File: src/rtl/sata_cmd_arbiter.sv
// Two-requester command arbiter for a SATA wrapper: round-robin grant in IDLE,
// command handshake in ISSUE, data-path ownership in XFER until EOP or timeout.
module sata_cmd_arbiter #(
  parameter logic [31:0] XFER_TIMEOUT = 32'd150_000_000
) (
  input  logic        clk,
  input  logic        rst_n,
  input  logic [71:0] r0_cmd,
  input  logic [71:0] r1_cmd,
  input  logic        r0_req,
  input  logic        r1_req,
  output logic        r0_ack,
  output logic        r1_ack,
  output logic [71:0] usr_cmd,
  output logic        usr_cmd_req,
  input  logic        usr_cmd_ack,
  input  logic        wr_tvalid,
  input  logic        wr_tready,
  input  logic        wr_teop,
  input  logic        rd_tvalid,
  input  logic        rd_tready,
  input  logic        rd_teop,
  output logic [1:0]  grant,
  output logic [31:0] grant_cnt0,
  output logic [31:0] grant_cnt1,
  output logic [31:0] timeout_cnt,
  output logic        busy
);

  typedef enum logic [1:0] {IDLE, ISSUE, XFER} state_t;

  state_t      r_state;
  state_t      w_state_nxt;
  logic        r_last;        // 1: r1 was granted last
  logic [71:0] r_usr_cmd;
  logic        r_usr_cmd_req;
  logic        r_r0_ack;
  logic        r_r1_ack;
  logic [1:0]  r_grant;
  logic [31:0] r_grant_cnt0;
  logic [31:0] r_grant_cnt1;
  logic [31:0] r_timeout_cnt;
  logic [31:0] r_xfer_cnt;

  logic w_grant_en;
  logic w_sel;                // 1: r1 selected
  logic w_ack_en;
  logic w_done;
  logic w_tmo;

  always_comb begin
    w_state_nxt = r_state;
    w_grant_en  = 1'b0;
    w_sel       = 1'b0;
    w_ack_en    = 1'b0;
    w_done      = 1'b0;
    w_tmo       = 1'b0;
    case (r_state)
      IDLE: begin
        if (r0_req || r1_req) begin
          w_grant_en  = 1'b1;
          w_sel       = (r0_req && r1_req) ? ~r_last : r1_req;
          w_state_nxt = ISSUE;
        end
      end
      ISSUE: begin
        if (usr_cmd_ack) begin
          w_ack_en    = 1'b1;
          w_state_nxt = XFER;
        end
      end
      XFER: begin
        // Direction comes from the registered RW bit; the other stream's EOP is ignored.
        w_done = r_usr_cmd[71] ? (wr_tvalid && wr_tready && wr_teop)
                               : (rd_tvalid && rd_tready && rd_teop);
        if (w_done) begin
          w_state_nxt = IDLE;
        end else if ((XFER_TIMEOUT != '0) && (r_xfer_cnt == XFER_TIMEOUT - 32'd1)) begin
          w_tmo       = 1'b1;
          w_state_nxt = IDLE;
        end
      end
      default: w_state_nxt = IDLE;
    endcase
  end

  always_ff @(posedge clk or negedge rst_n) begin
    if (!rst_n) begin
      r_state <= IDLE;
    end else begin
      r_state <= w_state_nxt;
    end
  end

  always_ff @(posedge clk or negedge rst_n) begin
    if (!rst_n) begin
      r_last        <= 1'b1;
      r_usr_cmd     <= '0;
      r_usr_cmd_req <= 1'b0;
      r_r0_ack      <= 1'b0;
      r_r1_ack      <= 1'b0;
      r_grant       <= '0;
      r_grant_cnt0  <= '0;
      r_grant_cnt1  <= '0;
      r_timeout_cnt <= '0;
      r_xfer_cnt    <= '0;
    end else begin
      r_r0_ack <= 1'b0;
      r_r1_ack <= 1'b0;
      if (w_grant_en) begin
        r_usr_cmd     <= w_sel ? r1_cmd : r0_cmd;
        r_usr_cmd_req <= 1'b1;
        r_grant       <= w_sel ? 2'b10 : 2'b01;
      end
      if (w_ack_en) begin
        r_usr_cmd_req <= 1'b0;
        r_xfer_cnt    <= '0;
        r_last        <= r_grant[1];
        if (r_grant[1]) begin
          r_r1_ack     <= 1'b1;
          r_grant_cnt1 <= r_grant_cnt1 + 32'd1;
        end else begin
          r_r0_ack     <= 1'b1;
          r_grant_cnt0 <= r_grant_cnt0 + 32'd1;
        end
      end
      if (r_state == XFER) begin
        if (w_done || w_tmo) begin
          r_grant <= '0;
        end else begin
          r_xfer_cnt <= r_xfer_cnt + 32'd1;
        end
        if (w_tmo) begin
          r_timeout_cnt <= r_timeout_cnt + 32'd1;
        end
      end
    end
  end

  assign usr_cmd     = r_usr_cmd;
  assign usr_cmd_req = r_usr_cmd_req;
  assign r0_ack      = r_r0_ack;
  assign r1_ack      = r_r1_ack;
  assign grant       = r_grant;
  assign grant_cnt0  = r_grant_cnt0;
  assign grant_cnt1  = r_grant_cnt1;
  assign timeout_cnt = r_timeout_cnt;
  assign busy        = (r_state != IDLE);

endmodule
File: config.mk
export PLATFORM = sky130hd
export DESIGN_NAME = sata_cmd_arbiter
export DESIGN_NICKNAME = d
export VERILOG_FILES = /design/src/rtl/sata_cmd_arbiter.sv
export SDC_FILE = /design/constraint.sdc
export NUM_CORES = 1
export LEC_CHECK = 0
export CORE_MARGIN = 5
export CORE_UTILIZATION = 41
export CTS_CLUSTER_DIAMETER = 50
export CTS_CLUSTER_SIZE = 30
export DETAILED_ROUTE_END_ITERATION = 10
export GPL_TIMING_DRIVEN = 0
export PLACE_DENSITY = 0.76
export REMOVE_ABC_BUFFERS = 1
export SYNTH_ARGS = -nofsm -noshare
export SYNTH_HDL_FRONTEND = slang
export SYNTH_SLANG_ARGS = --single-unit
export TNS_END_PERCENT = 50
File: constraint.sdc
create_clock -name clk -period 2.3 [get_ports clk]
set_clock_uncertainty 0.1 [all_clocks]
set_input_delay 0.46 -clock clk [delete_from_list [all_inputs] [get_ports clk]]
set_output_delay 0.46 -clock clk [all_outputs]
set_load 0.01 [all_outputs]
==> impl_metrics.tcl, run 1 <==
set metrics [dict create \
    status "finished, violations left" \
    violations "setup timing" \
    wirelength_mm 28.9 \
    crit_path_start_kind "flip-flop" \
    drc 0 \
    synth_edf_count 0 \
    maxCapViolCount 0 \
    tightest_slew_ps 811 \
    fmax_mhz 424 \
    worst_slack_ps -56.2 \
    nets 1420 \
    finalCriticalPeriod_ps 2360 \
    synth_top_family_by_area "simple AND/OR/NAND/NOR gates" \
    cts_tree "yes" \
    end_kind "flip-flop" \
    slew_viol_final 0 \
    antenna_found_initial 1 \
    synthSimpleGateAreaFrac 0.190 \
    initial_utilization 0.412 \
    grt_pass1_wl_mm 43.1 \
    die_area_mm2 0.0265 \
    core-area_mm2 0.0233 \
    synth_xor_area_frac 0.0868 \
    detail_route.first_pass.iterations 5 \
    antenna_left 0 \
    powerDensity_mw_per_mm2 917 \
    dp_hpwl_mm 20.3 \
    dpl_cell_area_mm2 0.0133 \
    grt_overflow 0 \
    io_pins 329 \
    max_slew_margin 0.458 \
    critPathMaxFanout 7 \
    finalHoldViolCount 0 \
    syn_to_final_growth_pct 54.7 \
    design_area_mm2 0.0148 \
    grt_pass1_vias 7952 \
    final_cell_mix "326 x clkdlybuf4s50_1, 204 x dfrtp_1, 145 x nand2_1, 85 x mux2i_1, 79 x o21ai_0" \
    synth_compound_area_frac 0.0611 \
    die_y_um 163 \
    synth_adder_area_share 0.00522 \
    rsz0062_at_grt "yes" \
    gp_congestion 0.795 \
    final_common_cell "clkdlybuf4s50_1" \
    drive_gt1_frac 0.116 \
    critical_path_arrival_ps 2690 \
    power_leakage_nw 6.65 \
    portBuffers 328 \
    rows 56 \
    setup_viol 4 \
    syn_inst 903 \
    cts.reportedPaths.clkPinSlew_ps 70 \
    ys_seq_area_frac 0.543 \
    irDropWorstVdd_uv 468 \
    clock_sinks 208 \
    synth_mux_area_frac 0.0922 \
    syn_area_mm2 0.00959 \
    critPathKind "reg -> reg" \
    finalPower_mw 13.6 \
    fp.dieW_um 163 \
    avgSynthCellArea_um2 10.6 \
    antenna_cells 0 \
    grt_max_degree 109 \
    cts-root-buf "clkbuf_16" \
    worstPathRequired_ps 2630 \
    min_period_over_period 1.02 \
    wire_per_inst_um 18.1 \
    viasPerCell 5.13 \
    grt_usage 0.202 \
    ys_ff_latch 208 \
    synth-main-ff-cell "dfrtp_1" \
    clkLatencyLatePin_ps 510 \
    cts_buffers 25 \
    cts_max_level 1 \
    drt-initial-drc-count 636 \
    min_path_type "reg -> reg" \
    yosys.cell_types.count 45 \
    cts_buffer_depth 3 \
    worst_hold_slack_ps 363 \
    num_vias 8189 \
    synthArstFlopShare 1.00 \
    yosysWarnings 0 \
]
where the power goes:
group          internal [mW]  leakage (nW)  switching (mW)
sequential              4.47          2.64           0.549
combinational           2.38          3.61            2.34
clock                   2.19         0.395            1.67
sequential cells by signal, summed over array words and instances, names as in the netlist, 2 cells and up:
signal and cells:
usr_cmd 72, grant_cnt0 32, grant_cnt1 32, r_xfer_cnt 32, timeout_cnt 32, grant 2
r_state 2
Yosys cell counts, drive strengths merged, types with 4 or more instances:
cell      n  area, um2
and2      5       31.3
and3     11       68.8
and4     12        105
buf      11       56.3
clkbuf   26       97.6
dfrtp   207       5180
ha        4       50.1
inv      15       56.3
mux2i    86        861
nand2   146        551
nand3    42        215
nand4    33        206
nor2     36        135
nor3     23        120
nor4     23        226
o211ai    9       67.6
o21ai    80        400
o31ai     9       67.6
or3       5       31.3
xnor2    54        473
xor2     41        359
critical path, cell delays in order, from the launching register on:
cell	delay, ps
dfrtp_1	420
or4b_4	550
nor4_4	170
buf_6	150
nand4_1	110
buf_6	200
buf_4	160
nor4_4	230
xor2_1	180
layer usage:
layer	routed length (um)	vias to the layer above	GRT usage
met5	13	-	0
met4	930	2	0.0724
met3	2190	62	0.0514
met2	14600	306	0.340
met1	11200	3918	0.252
li1	-	3901	-
worst paths after layout:
path | startpoint | end | slack, ps | depth (start not counted)
worst max-delay path | r_xfer_cnt[10] | timeout_cnt[23] | -60 | 8
worst min-delay path | timeout_cnt[31] | timeout_cnt[31] | 360 | 1
worst max register to register | r_xfer_cnt[10] | timeout_cnt[23] | -60 | 8
worst min register to register | timeout_cnt[31] | timeout_cnt[31] | 360 | 1
max in group asynchronous | rst_n | usr_cmd[16] | 610 | 3
min in group asynchronous | rst_n | timeout_cnt[25] | 460 | 2
logic make-up after synthesis:
group,count (synthesis)
AOI/OAI and AO/OA,105
buffers and inverters,52
muxes,88
xor gates and xnor gates,95
adders and majority gates,4
and+or+nand+nor,351
DFF,208
repair_timing:
item                                   4_1_cts  5_1_grt
hold buffers                                 1        0
setup endpoints to repair                  142      119
gates cloned                                 2        1
endpoints found under the hold margin      100        0
setup buffers                               14       17
resized for setup                           20       69
pin swaps                                    4       33
stage by stage:
step / setup slack [ps] / instances / utilization / setup TNS, ps
after floorplan: -5640 / 866 / - / -422540
after detailed placement: -1560 / 1518 / 0.570 / -97720
final: -56.2 / 1596 / 0.637 / -149
after global placement: -9690 / 1513 / 0.564 / -2489630
after CTS: -133 / 1578 / 0.615 / -2010
after global routing: -159 / 1596 / 0.637 / -1510
layout make-up:
cell class                 instances  area [um2]
sequential                       208        5210
multi-input combinational        646        4610
clock buffer                      30         684
clock inverter                    13         141
inverter                          15        56.3
timing repair buffer             365        3720
tap                              319         399
fill                            1854        8440
Power figures use the tool's default switching activity.
==> run 2: changes to the inputs <==
--- a/config.mk
+++ b/config.mk
@@ -11,6 +11,7 @@
 export CTS_CLUSTER_SIZE = 30
 export DETAILED_ROUTE_END_ITERATION = 10
 export GPL_TIMING_DRIVEN = 0
+export HOLD_SLACK_MARGIN = 0.05
 export PLACE_DENSITY = 0.76
 export REMOVE_ABC_BUFFERS = 1
 export SYNTH_ARGS = -nofsm -noshare
==> results of run 2 <==
No change in the layout: final DEF, timing and power equal those of run 1.
==> run 3: changes to the inputs <==
--- a/config.mk
+++ b/config.mk
@@ -6,13 +6,14 @@
 export NUM_CORES = 1
 export LEC_CHECK = 0
 export CORE_MARGIN = 5
-export CORE_UTILIZATION = 41
+export CORE_UTILIZATION = 43
+export CTS_BUF_LIST = sky130_fd_sc_hd__clkbuf_2 sky130_fd_sc_hd__clkbuf_4 sky130_fd_sc_hd__clkbuf_8
 export CTS_CLUSTER_DIAMETER = 50
 export CTS_CLUSTER_SIZE = 30
 export DETAILED_ROUTE_END_ITERATION = 10
 export GPL_TIMING_DRIVEN = 0
 export HOLD_SLACK_MARGIN = 0.05
-export PLACE_DENSITY = 0.76
+export PLACE_DENSITY = 0.79
 export REMOVE_ABC_BUFFERS = 1
 export SYNTH_ARGS = -nofsm -noshare
 export SYNTH_HDL_FRONTEND = slang
==> impl_metrics.tcl, run 3 (synthesized netlist as in run 1, its figures left out) <==
set metrics [dict create \
    antenna_cells 0 \
    portBuffers 328 \
    irDropWorstVdd_uv 530 \
    path_depth 7 \
    critical_path_arrival_ps 2740 \
    power_frac_seq 0.392 \
    grt_pass1_wl_mm 43.7 \
    crit_path_start_kind "flip-flop" \
    pwr-share-comb 0.378 \
    min_period_over_period 1.03 \
    reg2reg_depth 7 \
    min_path_cells 1 \
    worst_r2r_endpoint "timeout_cnt[11]" \
    grt_max_degree 110 \
    drive_gt1_frac 0.128 \
    initial_utilization 0.438 \
    io_pins 329 \
    min_from "timeout_cnt[31]" \
    powerDensity_mw_per_mm2 871 \
    fillerInstances 1683 \
    holdPathEnd "timeout_cnt[31]" \
    worst_slack_ps -76.0 \
    clock_sinks 208 \
    cp_common_cell "buf_4" \
    wirelength_mm 28.6 \
    status "finished, violations left" \
    pre_cts_ws_ps -1490 \
    power_leakage_nw 6.52 \
    worstPathRequired_ps 2660 \
    cpPeakStageDelay_ps 560 \
    cts_max_level 1 \
    min_path_type "reg -> reg" \
    fmax_mhz 421 \
    detail_route.first_pass.iterations 5 \
    clkLatencyLatePin_ps 550 \
    max_slew_margin 0.455 \
    clkPwrFrac 0.230 \
    drc 0 \
    critPathSlowestCell "or4b_4" \
    cts_tree "yes" \
    critPathBufInv 2 \
    rsz0062_at_grt "yes" \
    r2r-start "r_xfer_cnt[10]" \
    tightest_slew_ps 818 \
    finalPower_mw 12.7 \
    die_area_mm2 0.0254 \
    num_vias 8278 \
    wire_per_inst_um 18.2 \
    finalCriticalPeriod_ps 2380 \
    antenna_left 0 \
    intPower_mw 8.25 \
    switching_share 0.351 \
    finalHoldViolCount 0 \
    largest_reg_flops 72 \
    cts_buffers 25 \
    critPathKind "reg -> reg" \
    end_kind "flip-flop" \
    rows 54 \
    r2r_slack_ps -80 \
    maxCapViolCount 0 \
    switchingPower_mw 4.45 \
    viasPerCell 5.26 \
    grt_pass1_vias 8100 \
    gp_congestion 0.819 \
    drt-initial-drc-count 659 \
    final_common_cell "clkdlybuf4s50_1" \
    path_delay_family "simple AND/OR/NAND/NOR gates" \
    slew_viol_final 0 \
    antenna_found_initial 0 \
    nets 1436 \
    die_y_um 159 \
    core-area_mm2 0.0219 \
    syn_to_final_growth_pct 52.1 \
    critPathMaxFanout 9 \
    cts.reportedPaths.clkPinSlew_ps 100 \
    grt_overflow 0 \
    setup_viol 14 \
    final_util 0.666 \
    fp.dieW_um 159 \
    cts-root-buf "clkbuf_8" \
    violations "setup timing" \
    final_cell_mix "325 x clkdlybuf4s50_1, 202 x dfrtp_1, 144 x nand2_1, 80 x mux2i_1, 79 x o21ai_0" \
    cts_buffer_depth 3 \
    crit_path_cell_trace "or4b_4 -> nor4_4 -> buf_4 -> buf_4 -> nand3_4 -> nor4_1 -> xor2_1" \
    grt_usage 0.209 \
    dp_hpwl_mm 20.7 \
]
-- run 3: cell types whose count changed in the layout (fill, tap and decap cells not counted), moves of 6 or more --
cell,delta
clkbuf_16,-25
clkbuf_8,+22
buf_4,+20
buf_6,-6
nor3_4,-6
-- run 3: worst max path at each step --
stage / from / endpoint
2_1_floorplan: r0_req / usr_cmd[0]
3_3_place_gp: r0_req / usr_cmd[6]
3_5_place_dp: usr_cmd_ack / grant_cnt1[31]
4_1_cts: r_state[1] / grant_cnt0[28]
5_1_grt: r_xfer_cnt[10] / timeout_cnt[11]
6_report: r_xfer_cnt[10] / timeout_cnt[11]
-- run 3: area by class of cell --
type | instances | area [um2] | area share
repair buffers | 381 | 3870 | 0.266
flip-flops and latches | 208 | 5210 | 0.357
clock buffers | 26 | 358 | 0.0245
multi-input cells | 646 | 4530 | 0.311
clock inverters | 18 | 201 | 0.0138
well taps | 280 | 350 | 0.0240
inverters | 15 | 56.3 | 0.00386
-- run 3: power by group through the flow --
stage,combinational [mW],clock [mW],sequential [mW]
2_1_floorplan,1.56,0,5.33
3_3_place_gp,3.97,0,4.91
3_5_place_dp,4.65,0,5.05
4_1_cts,4.80,3.00,4.98
5_1_grt,5.19,3.16,5.10
6_report,4.81,2.92,4.98
-- run 3: per-stage QoR --
stage / TNS (ps) / instance area, um2 / instances / hold slack, ps
final: -429 / 14600 / 1574 / 377
after global routing: -2140 / 14600 / 1574 / 403
after CTS: -840 / 14200 / 1545 / 380
after detailed placement: -89020 / 13300 / 1480 / 358
after global placement: -2491110 / 13100 / 1474 / 356
after floorplan: -422540 / 9430 / 866 / 64.4
-- run 3: metal layers --
metal | share of wire | wire, um | vias to the layer above | track usage
li1 | - | - | 3946 | -
met1 | 0.40 | 11300 | 3968 | 0.262
met2 | 0.51 | 14500 | 314 | 0.366
met3 | 0.069 | 1980 | 50 | 0.0440
met4 | 0.027 | 771 | 0 | 0.0601
met5 | 0 | 0 | - | 0
-- run 3: worst register-to-register path, stage by stage (launching register included) --
cell and delay (ps):
dfrtp_1 420, or4b_4 560, nor4_4 140, buf_4 170, buf_4 120, nand3_4 180
nor4_1 410, xor2_1 190
-- run 3: timing repair --
| item | 4_1_cts | 5_1_grt |
|---|---|---|
| resized for setup | 36 | 40 |
| setup endpoints to repair | 152 | 64 |
| pin swaps | 9 | 19 |
| buffers inserted | 18 | 28 |
| hold endpoints to repair | 108 | 0 |
| gates cloned | 2 | 1 |
| hold buffers | 1 | 0 |
==> RTL edit, RTL diff (config.mk and constraints of run 1) <==
`XFER_TIMEOUT`: 32'd150_000_000 -> 32'd75000000.
--- a/src/rtl/sata_cmd_arbiter.sv
+++ b/src/rtl/sata_cmd_arbiter.sv
@@ -3,3 +3,3 @@
 module sata_cmd_arbiter #(
-  parameter logic [31:0] XFER_TIMEOUT = 32'd150_000_000
+  parameter logic [31:0] XFER_TIMEOUT = 32'd75000000
 ) (
Formal check against the unedited RTL: same outputs for any inputs over 4 cycles, from zero or initial values and one cycle with rst_n low; that may be too few to reach the edited logic, so the function may still have changed.
==> RTL edit against run 1 <==
The run still ends with setup timing left. Routed wire length decreased by 6.8%. Worst hold slack improved by 0.0078 ns. Largest cell class unchanged. Critical path type unchanged. Final area decreased by 1.8%. Synthesized cell count increased by 0.33%. Area after synthesis about the same. Sequential power decreased by 1%. Power increased by 2.6%. Sequential cell count unchanged. Setup slack improved by 0.027 ns. Combinational power decreased by 4.2%.
==> RTL edit: results <==
outcome:
  status: "finished with violations"
  violations: "setup timing"
place:
  dp.cells: 1525
  gp_congestion: 0.849
  dp_hpwl_um: 20000
  place_area_um2: 13300
clock_network:
  clk_latency_ns: 0.53
  cts_resized: 19
  postCtsSetupBuffers: 5
  cts_buffers: 26
global_routing:
  grt_util_met1_pct: 23.9
  gr-usage-all-layers_pct: 19.6
  grt_pass1_wl_um: 42500
  met3_usage_pct: 5.37
  grt_max_degree: 115
  antenna_found_initial: 0
layout:
  inv_count: 13
  drive_gt1_share_pct: 7.98
  nonClkBufAreaFrac_pct: 24.5
  seq_cells: 208
  multi_input_cells: 649
critical_path:
  crit_slowest_cell: "nor4b_1"
  crit_arrival_ns: 2.67
  r2r_start: "r_xfer_cnt[6]"
worst_hold_path:
  hold_end: "grant_cnt1[31]"
sta:
  setup_viol: 4
  relSlewSlack_pct: 50.9
  setup_ws_ns: -0.0291
drt:
  drt-initial-drc-count: 519
synth:
  synth_compound_area_share_pct: 5.89
  netlist_area_um2: 9590
  syn_area_per_cell_um2: 10.6
  synthXorXnorAreaFrac_pct: 8.59
  synth.area.top_cells: "dfrtp_1 54%, mux2i_1 9.5%, xnor2_1 6.2%, nand2_1 5.6%, o21ai_0 4.1%"
power_and_ir_drop:
  powerDensity_nw_per_um2: 958
[RTL edit: changes by cell type in the layout (fill, tap and decap cells not counted), sizes merged, moves of 6 or more]
cell,run 1,this run
xor2,41,26
xnor2,54,68
nand4,33,45
and3,11,18
nor4,23,11
buf,37,20
nor3,23,17
[RTL edit: routing by layer]
metal  up-vias  routed length (um)
met5         -                   0
met4         0                 622
met3        45                2250
met2       290               13500
met1      3875               10500
li1       3884                   -
[RTL edit: worst max-delay path, delay by kind of cell (launching register included)]
family / cells / cell delay [ns]
simple gates: 2 / 0.73
buf+inv: 3 / 0.52
compound gates: 3 / 0.46
flops: 1 / 0.43
[RTL edit: power groups by stage]
stage	registers, W	clock network (W)	logic, W
final	0.00497	0.00446	0.00452
after global routing	0.00509	0.00474	0.00490
after floorplan	0.00529	0	0.00153
after global placement	0.00485	0	0.00378
after detailed placement	0.00502	0	0.00448
after CTS	0.00498	0.00457	0.00456
